--- src/rtl/csr_pkg.sv ---
// csr_pkg: shared definitions for the machine-mode CSR file.
//   - CSR addresses, mstatus/mip bit indices, privilege encodings
//   - MRET instruction encoding
//   - trap FSM state type
//   - address classification helpers used by the decode read port
package csr_pkg;

  localparam logic [11:0] CSR_MSTATUS  = 12'h300;
  localparam logic [11:0] CSR_MISA     = 12'h301;
  localparam logic [11:0] CSR_MIE      = 12'h304;
  localparam logic [11:0] CSR_MTVEC    = 12'h305;
  localparam logic [11:0] CSR_MSCRATCH = 12'h340;
  localparam logic [11:0] CSR_MEPC     = 12'h341;
  localparam logic [11:0] CSR_MCAUSE   = 12'h342;
  localparam logic [11:0] CSR_MTVAL    = 12'h343;
  localparam logic [11:0] CSR_MIP      = 12'h344;
  localparam logic [11:0] CSR_MCYCLE   = 12'hB00;
  localparam logic [11:0] CSR_MINSTRET = 12'hB02;
  localparam logic [11:0] CSR_MHARTID  = 12'hF14;

  localparam int unsigned MSTATUS_MIE    = 3;
  localparam int unsigned MSTATUS_MPIE   = 7;
  localparam int unsigned MSTATUS_MPP_LO = 11;
  localparam int unsigned MSTATUS_MPP_HI = 12;

  localparam int unsigned MIP_MTIP = 7;
  localparam int unsigned MIP_MEIP = 11;

  localparam logic [1:0] PRIV_M = 2'b11;
  localparam logic [1:0] PRIV_U = 2'b00;

  localparam logic [31:0] MRET_INSN = 32'h3020_0073;

  typedef enum logic [1:0] {
    ST_IDLE,
    ST_SAVE,
    ST_REDIRECT
  } trap_state_t;

  function automatic logic csr_implemented(input logic [11:0] addr);
    case (addr)
      CSR_MSTATUS, CSR_MISA, CSR_MIE, CSR_MTVEC, CSR_MSCRATCH, CSR_MEPC,
      CSR_MCAUSE, CSR_MTVAL, CSR_MIP, CSR_MCYCLE, CSR_MINSTRET,
      CSR_MHARTID: csr_implemented = 1'b1;
      default:     csr_implemented = 1'b0;
    endcase
  endfunction

  function automatic logic csr_read_only(input logic [11:0] addr);
    case (addr)
      CSR_MISA, CSR_MIP, CSR_MHARTID: csr_read_only = 1'b1;
      default:                        csr_read_only = 1'b0;
    endcase
  endfunction

endpackage

--- src/rtl/csr_trap_fsm.sv ---
// csr_trap_fsm: trap-entry / MRET sequencer for csr_file.
//   clk, rst_n        : clock, asynchronous active-low reset
//   cs                : context-switch request (accepted only in IDLE)
//   mret              : MRET commit (ignored if cs is also set)
//   mtvec, mepc       : current trap vector and exception PC
//   pc, cause, tval   : trap information, latched on acceptance
//   idle, save        : state decode used by the register file
//   trap_pc/cause/tval: latched trap information, valid during SAVE
//   pc_mux, target    : registered fetch redirect and its target
//   busy              : registered pipeline stall during SAVE/REDIRECT
module csr_trap_fsm
  import csr_pkg::*;
#(
  parameter int unsigned XLEN = 64
) (
  input  logic            clk,
  input  logic            rst_n,
  input  logic            cs,
  input  logic            mret,
  input  logic [XLEN-1:0] mtvec,
  input  logic [XLEN-1:0] mepc,
  input  logic [XLEN-1:0] pc,
  input  logic [XLEN-1:0] cause,
  input  logic [XLEN-1:0] tval,
  output logic            idle,
  output logic            save,
  output logic [XLEN-1:0] trap_pc,
  output logic [XLEN-1:0] trap_cause,
  output logic [XLEN-1:0] trap_tval,
  output logic            pc_mux,
  output logic [XLEN-1:0] target,
  output logic            busy
);

  trap_state_t     state;
  logic [XLEN-1:0] base;
  logic [XLEN-1:0] vec_target;

  assign idle = (state == ST_IDLE);
  assign save = (state == ST_SAVE);

  // Vectored mode only applies to interrupts; exceptions always use the base.
  assign base       = mtvec & ~XLEN'(3);
  assign vec_target = (mtvec[0] && trap_cause[XLEN-1])
                    ? base + (XLEN'(trap_cause[5:0]) << 2)
                    : base;

  always_ff @(posedge clk or negedge rst_n) begin
    if (!rst_n) begin
      state      <= ST_IDLE;
      pc_mux     <= 1'b0;
      busy       <= 1'b0;
      target     <= '0;
      trap_pc    <= '0;
      trap_cause <= '0;
      trap_tval  <= '0;
    end else begin
      case (state)
        ST_IDLE: begin
          pc_mux <= 1'b0;
          if (cs) begin
            state      <= ST_SAVE;
            busy       <= 1'b1;
            trap_pc    <= pc;
            trap_cause <= cause;
            trap_tval  <= tval;
          end else if (mret) begin
            pc_mux <= 1'b1;
            target <= mepc;
          end
        end
        ST_SAVE: begin
          state  <= ST_REDIRECT;
          busy   <= 1'b1;
          pc_mux <= 1'b1;
          target <= vec_target;
        end
        ST_REDIRECT: begin
          state  <= ST_IDLE;
          busy   <= 1'b0;
          pc_mux <= 1'b0;
        end
        default: begin
          state  <= ST_IDLE;
          busy   <= 1'b0;
          pc_mux <= 1'b0;
        end
      endcase
    end
  end

endmodule

--- src/rtl/csr_file.sv ---
// csr_file: machine-mode CSR file at the end of the writeback stage.
//   CLK, RESET         : clock, asynchronous active-low reset
//   WB_ST_CSR, WB_CSR_DATA, WB_IR_OUT : CSR write commit (address = IR[31:20]),
//                        or MRET when IR matches the MRET encoding
//   WB_PC, WB_CAUSE, WB_TVAL, WB_CS   : trap request and its information
//   WB_RETIRE          : minstret increment
//   TIMER, EXTERNAL    : interrupt lines mirrored into mip
//   DE_CSR_ADDR/RDATA/ILLEGAL : combinational decode read port
//   CSR_PC_MUX, CSR_TARGET, CSR_BUSY : fetch redirect and pipeline stall
//   INT_PENDING, PRIVILEGE : interrupt and privilege status to the trap logic
module csr_file
  import csr_pkg::*;
#(
  parameter int unsigned     XLEN        = 64,
  parameter logic [XLEN-1:0] MTVEC_RESET = XLEN'(64'h0000_0000_0000_0100),
  parameter int unsigned     HART_ID     = 0
) (
  input  logic            CLK,
  input  logic            RESET,
  input  logic            WB_ST_CSR,
  input  logic [XLEN-1:0] WB_CSR_DATA,
  input  logic [31:0]     WB_IR_OUT,
  input  logic [XLEN-1:0] WB_PC,
  input  logic            WB_RETIRE,
  input  logic            WB_CS,
  input  logic [XLEN-1:0] WB_CAUSE,
  input  logic [XLEN-1:0] WB_TVAL,
  input  logic            TIMER,
  input  logic            EXTERNAL,
  input  logic [11:0]     DE_CSR_ADDR,
  output logic [XLEN-1:0] DE_CSR_RDATA,
  output logic            DE_CSR_ILLEGAL,
  output logic            CSR_PC_MUX,
  output logic [XLEN-1:0] CSR_TARGET,
  output logic            CSR_BUSY,
  output logic            INT_PENDING,
  output logic [1:0]      PRIVILEGE
);

  localparam logic [XLEN-1:0] ONE           = XLEN'(1);
  localparam logic [XLEN-1:0] MSTATUS_WMASK = XLEN'(64'h1888);
  localparam logic [XLEN-1:0] MIE_WMASK     = XLEN'(64'h0880);
  localparam logic [XLEN-1:0] MTVEC_WMASK   = ~XLEN'(2);
  localparam logic [XLEN-1:0] MEPC_WMASK    = ~XLEN'(3);
  localparam logic [XLEN-1:0] MISA_VAL      = (XLEN'(2) << (XLEN - 2)) | (XLEN'(1) << 8);

  logic [XLEN-1:0] mstatus, mie, mtvec, mscratch, mepc, mcause, mtval;
  logic [XLEN-1:0] mcycle, minstret, mip;
  logic [1:0]      privilege;

  logic [11:0]     wr_addr;
  logic            mret, mret_take, wr_en;
  logic            fsm_idle, fsm_save;
  logic [XLEN-1:0] trap_pc, trap_cause, trap_tval;

  assign wr_addr   = WB_IR_OUT[31:20];
  assign mret      = (WB_IR_OUT == MRET_INSN) && !WB_ST_CSR;
  // A trap request beats both MRET and a CSR write in the same cycle.
  assign mret_take = fsm_idle && !WB_CS && mret;
  assign wr_en     = fsm_idle && !WB_CS && WB_ST_CSR;

  csr_trap_fsm #(.XLEN(XLEN)) u_trap_fsm (
    .clk        (CLK),
    .rst_n      (RESET),
    .cs         (WB_CS),
    .mret       (mret),
    .mtvec      (mtvec),
    .mepc       (mepc),
    .pc         (WB_PC),
    .cause      (WB_CAUSE),
    .tval       (WB_TVAL),
    .idle       (fsm_idle),
    .save       (fsm_save),
    .trap_pc    (trap_pc),
    .trap_cause (trap_cause),
    .trap_tval  (trap_tval),
    .pc_mux     (CSR_PC_MUX),
    .target     (CSR_TARGET),
    .busy       (CSR_BUSY)
  );

  always_comb begin
    mip           = '0;
    mip[MIP_MTIP] = TIMER;
    mip[MIP_MEIP] = EXTERNAL;
  end

  always_ff @(posedge CLK or negedge RESET) begin
    if (!RESET) begin
      mstatus   <= '0;
      mie       <= '0;
      mtvec     <= MTVEC_RESET & MTVEC_WMASK;
      mscratch  <= '0;
      mepc      <= '0;
      mcause    <= '0;
      mtval     <= '0;
      mcycle    <= '0;
      minstret  <= '0;
      privilege <= PRIV_M;
    end else begin
      // Counter increments first so a same-cycle CSR write below overrides them.
      mcycle <= mcycle + ONE;
      if (WB_RETIRE) minstret <= minstret + ONE;

      if (fsm_save) begin
        mepc   <= trap_pc & MEPC_WMASK;
        mcause <= trap_cause;
        mtval  <= trap_tval;
        mstatus[MSTATUS_MPIE]                  <= mstatus[MSTATUS_MIE];
        mstatus[MSTATUS_MIE]                   <= 1'b0;
        mstatus[MSTATUS_MPP_HI:MSTATUS_MPP_LO] <= privilege;
        privilege <= PRIV_M;
      end else if (mret_take) begin
        mstatus[MSTATUS_MIE]                   <= mstatus[MSTATUS_MPIE];
        mstatus[MSTATUS_MPIE]                  <= 1'b1;
        mstatus[MSTATUS_MPP_HI:MSTATUS_MPP_LO] <= PRIV_U;
        privilege <= mstatus[MSTATUS_MPP_HI:MSTATUS_MPP_LO];
      end else if (wr_en) begin
        case (wr_addr)
          CSR_MSTATUS:  mstatus  <= WB_CSR_DATA & MSTATUS_WMASK;
          CSR_MIE:      mie      <= WB_CSR_DATA & MIE_WMASK;
          CSR_MTVEC:    mtvec    <= WB_CSR_DATA & MTVEC_WMASK;
          CSR_MSCRATCH: mscratch <= WB_CSR_DATA;
          CSR_MEPC:     mepc     <= WB_CSR_DATA & MEPC_WMASK;
          CSR_MCAUSE:   mcause   <= WB_CSR_DATA;
          CSR_MTVAL:    mtval    <= WB_CSR_DATA;
          CSR_MCYCLE:   mcycle   <= WB_CSR_DATA;
          CSR_MINSTRET: minstret <= WB_CSR_DATA;
          default: ;
        endcase
      end
    end
  end

  always_comb begin
    DE_CSR_RDATA = '0;
    case (DE_CSR_ADDR)
      CSR_MSTATUS:  DE_CSR_RDATA = mstatus;
      CSR_MISA:     DE_CSR_RDATA = MISA_VAL;
      CSR_MIE:      DE_CSR_RDATA = mie;
      CSR_MTVEC:    DE_CSR_RDATA = mtvec;
      CSR_MSCRATCH: DE_CSR_RDATA = mscratch;
      CSR_MEPC:     DE_CSR_RDATA = mepc;
      CSR_MCAUSE:   DE_CSR_RDATA = mcause;
      CSR_MTVAL:    DE_CSR_RDATA = mtval;
      CSR_MIP:      DE_CSR_RDATA = mip;
      CSR_MCYCLE:   DE_CSR_RDATA = mcycle;
      CSR_MINSTRET: DE_CSR_RDATA = minstret;
      CSR_MHARTID:  DE_CSR_RDATA = XLEN'(HART_ID);
      default:      DE_CSR_RDATA = '0;
    endcase
  end

  // The decode port carries no write intent, so the read-only half of the
  // check looks at the write being committed by writeback this cycle.
  assign DE_CSR_ILLEGAL = !csr_implemented(DE_CSR_ADDR)
                        || (WB_ST_CSR && csr_read_only(wr_addr));

  assign INT_PENDING = mstatus[MSTATUS_MIE] && |(mie & mip);
  assign PRIVILEGE   = privilege;

endmodule

--- config.mk ---
export PLATFORM = sky130hd
export DESIGN_NAME = csr_file
export DESIGN_NICKNAME = d
export VERILOG_FILES = /design/src/rtl/csr_pkg.sv /design/src/rtl/csr_trap_fsm.sv /design/src/rtl/csr_file.sv
export SDC_FILE = /design/constraint.sdc
export NUM_CORES = 1
export LEC_CHECK = 0
export ABC_AREA = 0
export CAP_MARGIN = 5
export CORE_AREA = 2 2 310 312
export CTS_BUF_LIST = sky130_fd_sc_hd__clkbuf_16
export DETAILED_ROUTE_END_ITERATION = 10
export DIE_AREA = 0 0 312 314
export GPL_ROUTABILITY_DRIVEN = 0
export PLACE_DENSITY_LB_ADDON = 0.2
export SLEW_MARGIN = 15
export SYNTH_ARGS = -nofsm -noshare
export SYNTH_HDL_FRONTEND = slang
export SYNTH_HIERARCHICAL = 1
export SYNTH_SLANG_ARGS = --single-unit
--- constraint.sdc ---
create_clock -name CLK -period 5.53 [get_ports CLK]
set_input_delay 1.3825 -clock CLK [delete_from_list [all_inputs] [get_ports CLK]]
set_output_delay 1.3825 -clock CLK [all_outputs]
set_load 0.02 [all_outputs]
-- Yosys cells after proc, flatten, opt, wreduce, memory -nomap -nowiden
Cells that the tools add are included.
- add/subtract/negate cells: 3
- eq/ne operators: 30
- muxes and demuxes: 45
- bitwise gates (word level): 3
- reduce and logical (&&, ||, !) cells: 32
- operators by type and width (operator ; number):
    64-bit two-way mux ; 24
    64-bit one-hot mux with 11 select lines ; 1
    12-bit by 10-bit equality test with 1-bit output, second input constant ; 18
    64-bit by 1-bit adder with 64-bit output, second input constant ; 2
    64-bit one-hot mux with 2 select lines ; 1
    12-bit equality test, second input constant ; 6
    64-bit by 8-bit adder with 64-bit output ; 1
    64-bit OR reduction ; 1
    32-bit by 30-bit equality test with 1-bit output, second input constant ; 1
    13-bit two-way mux ; 2
    12-bit bitwise AND ; 1
    3-bit AND reduction ; 4
    4-bit AND reduction ; 3
    2-bit nonzero test ; 6
    12-bit OR reduction ; 1
    2-bit two-way mux ; 5
    1-bit two-way mux ; 9
    1-bit logical AND ; 7
    2-bit != test, second input constant ; 3
    3-bit nonzero test ; 2
    1-bit one-hot mux with 2 select lines ; 2
    2-bit one-hot mux with 2 select lines ; 1
    2-bit AND reduction ; 2
    1-bit logical NOT ; 3
    other kinds (6) ; 7
- register bits after elaboration: 715
- input bits: 307
- output and inout port bits: 134
- word-level logic and storage cells: 130

-- Depth between registers and ports, before layout
- depth in word-level cells: 6
- mapped depth: 11
- depth with buffers taken out: 9

-- Cells and area by module
Netlist, hierarchy kept.
- by module, submodules not included (module ; instances ; cells each ; area an instance (um^2) ; sequential area each (um^2)):
    csr_file ; 1 ; 2450 ; 24036.8 ; 11339.6
    csr_trap_fsm ; 1 ; 969 ; 11653.7 ; 6506.2

-- Least setup slack after synthesis
OpenSTA, ideal clock, no wires.
- path kind: input port to output port
- from: input port DE_CSR_ADDR[6]
- to: output port DE_CSR_RDATA[12]
- data arrival time: 3317 ps
- data required time: 4148 ps
- slack: 831 ps
- stages on the path: 8
- buffers on the path: 3
- path through: clkbuf_1 -> nor2b_1 -> clkbuf_1 -> nand4_1 -> nor3b_1 -> clkbuf_1 -> a222oi_1 -> nand3_1
- cells in the longest elaborated chain, start to end: 2
- elaborated cells between the ends (all ways): 12
- those cells by class: 11 x eq/ne; 1 x mux
- ends and longest elaborated chain (element ; line ; source):
    start: declaration ; csr_file.sv:30 ; input logic [11:0] DE_CSR_ADDR,
    12-bit equality test / 12-bit by 10-bit equality test with 1-bit output (equally long branches) ; csr_file.sv:137 ; case (DE_CSR_ADDR)
    64-bit one-hot mux with 11 select lines * ; csr_file.sv:137 ;
    end: declaration ; csr_file.sv:31 ; output logic [XLEN-1:0] DE_CSR_RDATA,
Every way passes the cells marked *; elsewhere a longest branch is shown, timed or not.

-- Final worst setup path
- from: input port DE_CSR_ADDR[0]
- to: output port DE_CSR_RDATA[7]
Same word-level chain as after synthesis.

==> impl_summary.log <==
INFO  metric outcome = completed
INFO  metric ant_nets = 0
INFO  metric hold_path_class = reg -> reg
INFO  metric cp_num_buf_inv = 3
INFO  metric synth_cells = 3,415
INFO  metric detailed_place.area = 41,800 sq um
INFO  metric holdCritStartpoint = u_trap_fsm/trap_tval[23]$_DFFE_PN0P_
INFO  metric fill_cells = 9,074
INFO  metric syn_to_final_growth = 24.6%
INFO  metric place_hpwl = 85,900 um
INFO  metric final.setup_skew = 0.0221 ns
INFO  metric postSynthAreaPerCell = 10.4 sq um
INFO  metric mostFrequentLayoutCell = sky130_fd_sc_hd__dfrtp_1
INFO  metric groute.usage.overall = 24.6%
INFO  metric final.period_utilization = 98.4%
INFO  metric grt_start_max_net_pins = 196
INFO  metric critical_path.max_fanout = 44
INFO  metric cts.clk_slew.worst_paths = 0.06 ns
INFO  metric path_common_cell = sky130_fd_sc_hd__clkdlybuf4s50_1
INFO  metric drv.max_cap_violation_count = 0
INFO  metric stdcell_area = 44,400 sq um
INFO  metric route.final.wire_length = 123,000 um
INFO  metric sort_of_element_at_the_end_of_the_critical_path = output port
INFO  metric antenna-diode-count = 0
INFO  metric grt.overflow.total = 0
INFO  metric synthesis.yosys.warnings = 6
INFO  metric layout.area.seq = 17,800 sq um
INFO  metric insertion_delay = 0.64 ns
INFO  metric peak_supply_drop = about 0.24 mV
INFO  metric critical_path.reg2reg.startpoint = mcycle[30]$_DFF_PN0_
INFO  metric total_power = 14.8 mW
INFO  metric final-setup-viol-count = 0
INFO  metric cts_max_path_buffers = 3
INFO  metric die_width = ~310 um
INFO  metric grt_pass1_vias = between 20k and 30k
INFO  metric detail_route.vias_per_cell = 5.68
INFO  metric min_period = 5.44 ns
INFO  metric effective_utilization_at_floorplan = 37.7%
INFO  metric crit_type = in -> out
INFO  metric detail_route.first_pass.iterations = 8
INFO  metric die_area = 98,000 sq um
INFO  metric final_cell_count_without_fillers = 5,132
INFO  metric hold_end = mtval[23]$_DFFE_PN0P_
INFO  metric rsz0062_at_grt = yes
INFO  metric worstPathRequired = 4.15 ns
INFO  metric design.final.nets = 4,123
INFO  metric worst_ep_arrival_time = between 4 and 5 ns
INFO  metric setup_total_negative_slack = 0 ns
INFO  metric category_of_cells_accounting_for_the_largest_share_of_critical_path_delay = buffers and inverters
INFO  metric p_leak = 19.4 nW
INFO  metric path_cells = clkdlybuf4s50_1 -> nor4b_2 -> buf_12 -> a22o_1 -> a32oi_1 -> nor2_1 -> a221o_1 -> clkdlybuf4s50_1
INFO  metric drt-initial-drc-count = 2,660
INFO  metric slew_headroom = between 20% and 30%
INFO  metric critPathLaunchType = primary input
INFO  metric timing.reg2reg.worst_path_depth = 5
INFO  metric grt_antenna_before_repair = 2
INFO  metric critical_path.slowest_cell = sky130_fd_sc_hd__clkdlybuf4s50_1
INFO  metric tightestPinTransition = 1.11 ns
INFO  metric flop2flop_setup_slack = 2.24 ns
INFO  metric cts_root_buf = sky130_fd_sc_hd__clkbuf_16
INFO  metric multi_input_logic_area = 16,800 sq um
INFO  metric detailroute.via_count = 29.1k
INFO  metric tritoncts = done
INFO  metric postLayoutCoreUtil = 47.0%
INFO  metric placeableCoreArea = approximately 94,000 sq um
INFO  metric post_synthesis_instance_area = 35,600 sq um
INFO  metric final-max-slew-violation-count = 0
INFO  metric ios = 441
INFO  metric drive_above_1_share = approximately 16%
INFO  metric areal_power_density_over_the_cells = 333 nW/um^2
INFO  metric row_count = 113
INFO  metric chipHeight = around 310 um
INFO  metric tritoncts.num_buffers = 83
INFO  metric hold_viol = 0
INFO  metric timing.fmax = 0.184 GHz
INFO  metric most-common-layout-cells = sky130_fd_sc_hd__dfrtp_1 (708), sky130_fd_sc_hd__nand2_1 (480), sky130_fd_sc_hd__clkdlybuf4s50_1 (420), sky130_fd_sc_hd__o21ai_0 (324), sky130_fd_sc_hd__mux2_2 (321)
INFO  metric placed_cells_incl_taps = 4,987
INFO  metric grt_pass1_wl = 186,000 um
INFO  metric number_of_remaining_drc_errors = 0
INFO  metric routed_wire_length_per_instance = 23.9 um
INFO  metric cp_slowest_stage_delay = 0.62 ns
INFO  metric cts_sinks = roughly 710
INFO  metric htreeDepth = 3
INFO  metric cts_hold_buffers = 0
INFO  metric hold_depth = 2
INFO  metric io_buffers = 438
INFO  metric r2r_end = mcycle[55]$_DFF_PN0_
sequential cells by signal, indices dropped and copies added, names as in the netlist, 4 cells and up:
| signal | count |
|---|---|
| mscratch | 64 |
| u_trap_fsm/trap_cause | 64 |
| u_trap_fsm/trap_tval | 64 |
| u_trap_fsm/target | 64 |
| mcause | 64 |
| mcycle | 64 |
| mtval | 64 |
| mepc | 62 |
| minstret | 64 |
| u_trap_fsm/trap_pc | 62 |
| mtvec | 63 |
| mstatus | 4 |
final cells by class:
class | count | area share, %
Clock inverter | 60 | 1.05
Sequential cell | 711 | 40.1
Multi-Input combinational cell | 2441 | 37.9
Tap cell | 1265 | 3.57
Clock buffer | 85 | 4.79
Inverter | 25 | 0.228
Timing Repair Buffer | 545 | 12.3
where the power goes:
part | internal (mW) | switching [mW]
clock | 3.14 | 2.23
sequential | 6.29 | 0.779
combinational | 1.20 | 1.15
total | 10.6 | 4.15
metal layers:
| layer | track usage (%) | routed length (um) |
|---|---|---|
| met5 | 0 | 0 |
| met4 | 5.99 | 2830 |
| met3 | 3.75 | 6260 |
| met2 | 42.5 | 61400 |
| met1 | 32.4 | 52100 |
tightest hold or removal path, cell delays in order, from the launching register on:
cell and delay (ns):
sky130_fd_sc_hd__dfrtp_1 0.34, sky130_fd_sc_hd__nand2_1 0.05, sky130_fd_sc_hd__o21ai_0 0.06
worst max-delay path by stage:
stage / start / to / slack (ns) / cells past startpoint
6_report: DE_CSR_ADDR[0] / DE_CSR_RDATA[7] / 0.09 / 8
5_1_grt: DE_CSR_ADDR[0] / DE_CSR_RDATA[7] / -0.006 / 8
4_1_cts: DE_CSR_ADDR[9] / DE_CSR_RDATA[27] / 0.05 / 10
3_5_place_dp: DE_CSR_ADDR[0] / DE_CSR_RDATA[47] / 0.02 / 8
3_3_place_gp: DE_CSR_ADDR[0] / DE_CSR_RDATA[29] / 0.02 / 8
2_1_floorplan: DE_CSR_ADDR[6] / DE_CSR_RDATA[12] / 0.83 / 8
timing repair:
item | CTS | global route
resized for setup | 1 | 4
gates cloned | 0 | 0
buffers inserted | 0 | 0
pin swaps | 0 | 0
endpoints found under the setup margin | 2 | 30
stage by stage:
stage / hold WS, ns / setup slack, ns
after floorplan: 0.441 / 0.831
after global placement: 0.461 / 0.0199
after detailed placement: 0.470 / 0.0158
after CTS: 0.479 / 0.0547
after global routing: 0.496 / -0.00558
final: 0.474 / 0.0887
(Power assumes the default switching activity.)
